File: config.mk
export PLATFORM = sky130hd
export DESIGN_NAME = axi_lite_master_arb
export DESIGN_NICKNAME = d
export VERILOG_FILES = /design/src/rtl/axi_lite_master_arb.sv
export SDC_FILE = /design/constraint.sdc
export NUM_CORES = 1
export LEC_CHECK = 0
export ABC_CLOCK_PERIOD_IN_PS = 2400
export CORE_ASPECT_RATIO = 0.8
export CORE_MARGIN = 2
export CORE_UTILIZATION = 38
export CTS_BUF_LIST = sky130_fd_sc_hd__clkbuf_8 sky130_fd_sc_hd__clkbuf_16
export DETAILED_ROUTE_END_ITERATION = 7
export PLACE_DENSITY = 0.81
export RECOVER_POWER = 100
export SLEW_MARGIN = 20
export SYNTH_ARGS = -nofsm -noshare
export SYNTH_HDL_FRONTEND = slang
export SYNTH_SLANG_ARGS = --single-unit
File: constraint.sdc
create_clock -name ACLK -period 2.4 [get_ports ACLK]
set_clock_uncertainty 0.15 [all_clocks]
set_input_delay 0.48 -clock ACLK [delete_from_list [all_inputs] [get_ports ACLK]]
set_output_delay 0.48 -clock ACLK [all_outputs]
set_load 0.01 [all_outputs]
File: src/rtl/axi_lite_master_arb.sv
// Round-robin AXI4-lite master: arbitrates NUM_M requesters onto one AXI4-lite port,
// one outstanding transaction at a time, with a one-cycle completion pulse per port.
module axi_lite_master_arb #(
  parameter int         NUM_M      = 2,
  parameter int         ADDR_WIDTH = 32,
  parameter int         DATA_WIDTH = 32,
  parameter int         STRB_WIDTH = DATA_WIDTH/8,
  parameter logic [2:0] PROT       = 3'b000
) (
  input  logic                             ACLK,
  input  logic                             ARESET,
  input  logic [NUM_M-1:0]                 M_access,
  input  logic [NUM_M-1:0]                 M_rd0_wr1,
  input  logic [NUM_M*ADDR_WIDTH-1:0]      M_addr,
  input  logic [NUM_M*DATA_WIDTH-1:0]      M_write_data,
  input  logic [NUM_M*STRB_WIDTH-1:0]      M_write_strobe,
  output logic [NUM_M-1:0]                 ready_M,
  output logic [NUM_M-1:0]                 resp_valid_M,
  output logic [NUM_M-1:0]                 read_data_valid_M,
  output logic [DATA_WIDTH-1:0]            read_data_M,
  output logic [1:0]                       resp_M,
  output logic                             AWVALID,
  input  logic                             AWREADY,
  output logic [ADDR_WIDTH-1:0]            AWADDR,
  output logic [2:0]                       AWPROT,
  output logic                             WVALID,
  input  logic                             WREADY,
  output logic [DATA_WIDTH-1:0]            WDATA,
  output logic [STRB_WIDTH-1:0]            WSTRB,
  input  logic                             BVALID,
  output logic                             BREADY,
  input  logic [1:0]                       BRESP,
  output logic                             ARVALID,
  input  logic                             ARREADY,
  output logic [ADDR_WIDTH-1:0]            ARADDR,
  output logic [2:0]                       ARPROT,
  input  logic                             RVALID,
  output logic                             RREADY,
  input  logic [DATA_WIDTH-1:0]            RDATA,
  input  logic [1:0]                       RRESP
);

  localparam int GW = (NUM_M > 1) ? $clog2(NUM_M) : 1;
  localparam int IW = GW + 1;

  typedef enum logic [2:0] {S_IDLE, S_WADDR, S_WRESP, S_RADDR, S_RDATA, S_DONE} state_t;

  state_t                                r_state, w_next;
  logic [GW-1:0]                         r_last;
  logic [ADDR_WIDTH-1:0]                 r_addr;
  logic [DATA_WIDTH-1:0]                 r_wdata;
  logic [STRB_WIDTH-1:0]                 r_strb;
  logic                                  r_wr;
  logic                                  r_aw_done, r_w_done;
  logic [1:0]                            r_resp;
  logic [DATA_WIDTH-1:0]                 r_rdata;

  logic [NUM_M-1:0][ADDR_WIDTH-1:0]      w_addr_arr;
  logic [NUM_M-1:0][DATA_WIDTH-1:0]      w_data_arr;
  logic [NUM_M-1:0][STRB_WIDTH-1:0]      w_strb_arr;
  logic [IW-1:0]                         w_idx;
  logic [GW-1:0]                         w_grant;
  logic                                  w_found;
  logic                                  w_accept;

  assign w_addr_arr = M_addr;
  assign w_data_arr = M_write_data;
  assign w_strb_arr = M_write_strobe;
  assign AWPROT     = PROT;
  assign ARPROT     = PROT;

  // Cyclic search starting one past the previous winner; first requester found wins.
  always_comb begin
    w_found = 1'b0;
    w_grant = '0;
    w_idx   = '0;
    for (int k = 1; k <= NUM_M; k++) begin
      w_idx = {1'b0, r_last} + IW'(k);
      if (w_idx >= IW'(NUM_M)) w_idx = w_idx - IW'(NUM_M);
      if (!w_found && M_access[w_idx[GW-1:0]]) begin
        w_found = 1'b1;
        w_grant = w_idx[GW-1:0];
      end
    end
  end

  assign w_accept = (r_state == S_IDLE) && w_found && !ARESET;

  always_ff @(posedge ACLK) begin
    if (ARESET) r_state <= S_IDLE;
    else        r_state <= w_next;
  end

  always_comb begin
    w_next            = r_state;
    ready_M           = '0;
    resp_valid_M      = '0;
    read_data_valid_M = '0;
    read_data_M       = '0;
    resp_M            = '0;
    AWVALID           = 1'b0;
    AWADDR            = '0;
    WVALID            = 1'b0;
    WDATA             = '0;
    WSTRB             = '0;
    BREADY            = 1'b0;
    ARVALID           = 1'b0;
    ARADDR            = '0;
    RREADY            = 1'b0;
    case (r_state)
      S_IDLE: begin
        if (w_accept) begin
          ready_M[w_grant] = 1'b1;
          w_next = M_rd0_wr1[w_grant] ? S_WADDR : S_RADDR;
        end
      end
      S_WADDR: begin
        AWVALID = !r_aw_done;
        WVALID  = !r_w_done;
        AWADDR  = r_addr;
        WDATA   = r_wdata;
        WSTRB   = r_strb;
        if ((r_aw_done || AWREADY) && (r_w_done || WREADY)) w_next = S_WRESP;
      end
      S_WRESP: begin
        BREADY = 1'b1;
        if (BVALID) w_next = S_DONE;
      end
      S_RADDR: begin
        ARVALID = 1'b1;
        ARADDR  = r_addr;
        if (ARREADY) w_next = S_RDATA;
      end
      S_RDATA: begin
        RREADY = 1'b1;
        if (RVALID) w_next = S_DONE;
      end
      S_DONE: begin
        resp_valid_M[r_last] = 1'b1;
        resp_M               = r_resp;
        if (!r_wr) begin
          read_data_valid_M[r_last] = 1'b1;
          read_data_M               = r_rdata;
        end
        w_next = S_IDLE;
      end
      default: w_next = S_IDLE;
    endcase
  end

  always_ff @(posedge ACLK) begin
    if (ARESET) begin
      r_last    <= GW'(NUM_M - 1);
      r_addr    <= '0;
      r_wdata   <= '0;
      r_strb    <= '0;
      r_wr      <= 1'b0;
      r_aw_done <= 1'b0;
      r_w_done  <= 1'b0;
      r_resp    <= '0;
      r_rdata   <= '0;
    end else begin
      if (w_accept) begin
        r_last    <= w_grant;
        r_addr    <= w_addr_arr[w_grant];
        r_wdata   <= w_data_arr[w_grant];
        r_strb    <= w_strb_arr[w_grant];
        r_wr      <= M_rd0_wr1[w_grant];
        r_aw_done <= 1'b0;
        r_w_done  <= 1'b0;
      end
      if (AWVALID && AWREADY) r_aw_done <= 1'b1;
      if (WVALID && WREADY)   r_w_done  <= 1'b1;
      if (BREADY && BVALID)   r_resp    <= BRESP;
      if (RREADY && RVALID) begin
        r_resp  <= RRESP;
        r_rdata <= RDATA;
      end
    end
  end

endmodule
### Word-level counts from Yosys, hierarchy flattened

Index checks and enable logic that the tools add are counted.

* eq/ne operators: 10
* magnitude comparators: 8
* $add $sub $neg: 4
* reduce and logical (&&, ||, !) cells: 21
* multiplexer cells: 51

Operators by type and width (count)
* $mux 32: 9
* $mux 1: 22
* $mux 2: 9
* $mux 3: 5
* $pmux 3 s5: 1
* $mux 4: 3
* $logic_and 1x1->1: 10
* $ne 2x2->1 const B: 5
* $lt 1x2->1 const B: 4
* $eq 3x2->1 const B: 2
* $eq 3x3->1 const B: 2
* $reduce_bool 2->1: 3
* $reduce_and 5->1: 1
* $ge 2x2->1 const B: 2
* $logic_not 1->1: 4
* $eq 3x1->1 const B: 1
* $logic_not 3->1: 1
* $add 1x1->2 const B: 1
* $add 1x2->2 const B: 1
* $demux 1 s1: 2
* $ge 1x1->1 const B: 2
* $logic_or 1x1->1: 2
* $sub 1x1->1 const B: 2

* input port bits: 183
* bits in registers: 109
* output and inout port bits: 151

### Longest topological paths before layout

Gate-level depths: netlist of the first run.

* depth in word-level cells: 15
* depth in mapped cells: 6
* depth with buffers taken out: 4

### Worst setup path after synthesis of the first run

No wires, ideal clock.

* path type: reg2out
* start point: reg r_state[1]
* end point: out ready_M[0]
* setup slack: 389 ps
* stages on the path, launching flop included: 4
* arrival time: 1381 ps
* path through: dfxtp_1 > buf_2 > or4_1 > nor3_1

* cells in the longest elaborated chain, start to end: 5

RTL lines
* start, declared: RTL line 48 `state_t r_state, w_next;`
* start signal, assigned: RTL line 91 `else r_state <= w_next;`
* $logic_not 3->1 *: RTL line 87, 110
* $logic_and 1x1->1 (2 in a row): RTL line 87 `assign w_accept = (r_state == S_IDLE) && w_found && !ARESET;`
* $mux 2: RTL line 112 `if (w_accept) begin`
* $mux 2 *: RTL line 110 `case (r_state)`
* end, declared: RTL line 17 `output logic [NUM_M-1:0] ready_M,`

Every way passes the cells marked *; elsewhere a longest branch is shown, timed or not.

### Worst setup path after layout of the first run

* start point: reg r_state[0]
* end point: out WDATA[11]

* cells in the longest elaborated chain, start to end: 2

RTL lines
* $eq 3x1->1: RTL line 110
* $mux 32: RTL line 110
* end, declared: RTL line 28 `output logic [DATA_WIDTH-1:0] WDATA,`

Every way passes these cells.

==> results of run 1 <==
## final cells by class
cell class                 count  share of cell area
multi-input combinational    495               0.340
clock inverter                 5             0.00717
clock buffer                  11              0.0273
sequential                   109               0.237
tap                          184              0.0249
timing repair buffer         375               0.362
inverter                       4             0.00162
## power groups by stage
stage               combinational, mW  sequential (mW)  clock, mW
finish                           3.91             2.83       1.56
global route                     4.31             2.90       1.67
CTS                              3.83             2.81       1.59
detailed placement               3.77             2.83          0
global placement                 3.70             2.81          0
floorplan                        2.25             2.68          0
## what timing repair did
item | in CTS | in global routing
pin swaps | 2 | 1
setup buffers | 9 | 0
cloned | 4 | 2
resized for setup | 332 | 96
hold endpoints to repair | 0 | 0
setup endpoints to repair | 145 | 101
## logic make-up after synthesis
family	after synthesis	synth area share
buf+inv	69	0.0596
simple gates	304	0.281
other cells	1	0.000674
flops	109	0.392
compound gates	115	0.141
mux	70	0.126
## layer usage
layer	part of all wire	global-route usage
met1	0.41	0.284
met2	0.50	0.424
met3	0.071	0.0627
met4	0.015	0.0593
met5	0	0
## sequential cells by signal, summed over array words and instances (netlist names)
register,cells
r_strb,4
r_state,3
r_w_done,1
r_aw_done,1
r_last,1
r_wr,1
r_addr,32
r_wdata,32
r_rdata,32
r_resp,2
## cell usage after synthesis, drive strengths merged
| master | count | share of area |
|---|---|---|
| nor3b | 3 | 0.0067 |
| o31ai | 1 | 0.0013 |
| conb | 1 | 0.00067 |
| a41o | 1 | 0.0018 |
| mux2i | 69 | 0.12 |
| dfxtp | 109 | 0.39 |
| and2 | 136 | 0.15 |
| and3 | 2 | 0.0022 |
| or4 | 2 | 0.0027 |
| nor4 | 1 | 0.0038 |
| a22oi | 3 | 0.0040 |
| nand2 | 71 | 0.048 |
| a21oi | 34 | 0.031 |
| nor2 | 78 | 0.053 |
| nor3 | 4 | 0.0036 |
| inv | 4 | 0.0027 |
| clkbuf | 28 | 0.019 |
| a21o | 1 | 0.0016 |
| a211oi | 70 | 0.094 |
| o22ai | 1 | 0.0011 |
| nor4bb | 1 | 0.0018 |
| nand3 | 3 | 0.0027 |
| a21boi | 1 | 0.0013 |
| buf | 37 | 0.038 |
| and3b | 1 | 0.0016 |
| a311oi | 2 | 0.0031 |
| mux2 | 1 | 0.0020 |
| a41oi | 1 | 0.0016 |
| nor2b | 2 | 0.0022 |
## worst max-delay path, cell delays in order (launching register included)
cell and delay (ns):
dfxtp_4 0.39, nor3b_4 0.21, buf_6 0.13, buf_4 0.10, buf_6 0.10, buf_16 0.15
and2_1 0.13, buf_2 0.13
## worst paths after layout
| kind | to | cells past startpoint | slack [ns] | from |
|---|---|---|---|---|
| worst min register to register | r_rdata[1]$_SDFFE_PP0P_ | 2 | 0.30 | r_rdata[1]$_SDFFE_PP0P_ |
| worst max register to register | r_rdata[4]$_SDFFE_PP0P_ | 8 | 0.35 | r_state[2]$_SDFFE_PP0P_ |
| worst max-delay path | WDATA[11] | 7 | 0.07 | r_state[0]$_SDFFE_PP0P_ |
| worst min-delay path | r_last$_SDFFE_PP1P_ | 3 | 0.27 | ARESET |
==> metrics.md, run 1 <==
| Metric | Value |
|---|---|
| Initial antenna violation count | 0 |
| Power per cell area | 898 nW/µm² |
| Die X | 139 µm |
| Psw | 3.10 mW |
| Hold crit path type | in -> reg |
| Multi-input combinational cell area | 3140 µm² |
| Overall Power | between 8 and 9 mW |
| GRT Util Overall | 0.237 |
| Htree depth | 3 |
| FILL cells | 1241 |
| DIE HEIGHT | ~110 µm |
| Area Growth Syn to Fin | 66.1% |
| Worst-case clock buffer depth | 2 |
| Routed wire length | around 19000 µm |
| Hold Buf Count CTS | 0 |
| Vias | between 5000 and 6000 |
| Post-layout util | 0.647 |
| Clock share of power | 0.188 |
| Net Sw Frac | 0.374 |
| CP max FO | 25 |
| RePlAce Congestion | 0.811 |
| Post-Place Cells | 1152 |
| Internal cell power | 5.20 mW |
| Final Hold Viols | 0 |
| Final min period | 2.33 ns |
| Initial DRC count | 254 |
| Cts bufs inserted | 9 |
| GRT overflow | 0 |
| Fmax | 430 MHz |
| Yosys reg bits | between 100 and 150 |
| Yosys warning count | 0 |
| Vias in the first global route | 5617 |
| CTS tree | built |
| CP required | between 1.5 and 2 ns |
| Most frequent cells in the layout | 179 x clkdlybuf4s50_1, 136 x and2_1, 106 x dfxtp_1 |
| Core ar. | 14300 µm² |
| Max-Cap Viols | 0 |
| Slew headroom | 0.423 |
| RSZ-0062 raised after global routing | true |
| Critical path type | reg -> out |
| Syn Inst Count | around 670 |
| Mapped Avg Cell Area | around 8.3 µm² |
| Number of max-slew violations in the final report | 0 |
| Largest net degree at the start of global routing | 88 |
| Final WS setup | around 0.074 ns |
| Drt wl/cell | 16.4 µm |
| DP Area | 9110 µm² |
| Via density | ~5 |
| Register Area | 2190 µm² |
| Leakage | ~4.1 nW |
| Num ports | 334 |
| Critical Path AT | 1.70 ns |
| Distinct cells, synth | 32 |
| TNS Setup | 0 ns |
| Status | completed |
| First-pass GRT wire length | 29600 µm |
| Hold Slack | 0.272 ns |
| Commonest non-fill, non-tap cell in the layout | clkdlybuf4s50_1 |
| Synthesized area | between 5000 and 6000 µm² |
| Inserted Diodes | 0 |
| Nets | roughly 1200 |
| Clock sinks | 109 |
| Seq pwr share | 0.341 |
| Logic pwr share | 0.471 |
| Crit path launch type | flop |
| Initial Utilization | 0.389 |
| Num rows | 39 |
| Drt pass-1 iters | 4 |
| Clock transition at the registers of the reported paths | 0.07 ns |
| ANT nets after route | 0 |
| Final cell count without fillers | 1183 |
| Clk_lat worst skew | 0.34 ns |
| PortBufs | between 300 and 400 |
| Final period util | 0.969 |
| Final setup vio count | 0 |
| Final Instance Area | 9240 µm² |
| Worst Tran Pin Value | ~0.87 ns |
| DRC viols | 0 |
| DP Wirelength | ~14000 µm |
| Die area | roughly 16000 µm² |
| Layout cell share with drive strength beyond 1 | 0.178 |
| Peak VDD IR | 0.000716 V |
| Worst setup EP type | output port |
| Register area share after synthesis | 0.392 |
| Dpl ws | -0.411 ns |
| Clock Tree Root | clkbuf_16 |
Note: power is estimated with default switching activity, not from simulation.
==> run 2, diff against run 1 <==
--- a/config.mk
+++ b/config.mk
@@ -11,6 +11,7 @@
 export CORE_UTILIZATION = 38
 export CTS_BUF_LIST = sky130_fd_sc_hd__clkbuf_8 sky130_fd_sc_hd__clkbuf_16
 export DETAILED_ROUTE_END_ITERATION = 7
+export GPL_TIMING_DRIVEN = 1
 export PLACE_DENSITY = 0.81
 export RECOVER_POWER = 100
 export SLEW_MARGIN = 20
==> results of run 2 <==
Final layout, timing and power as in run 1 (identical DEF).
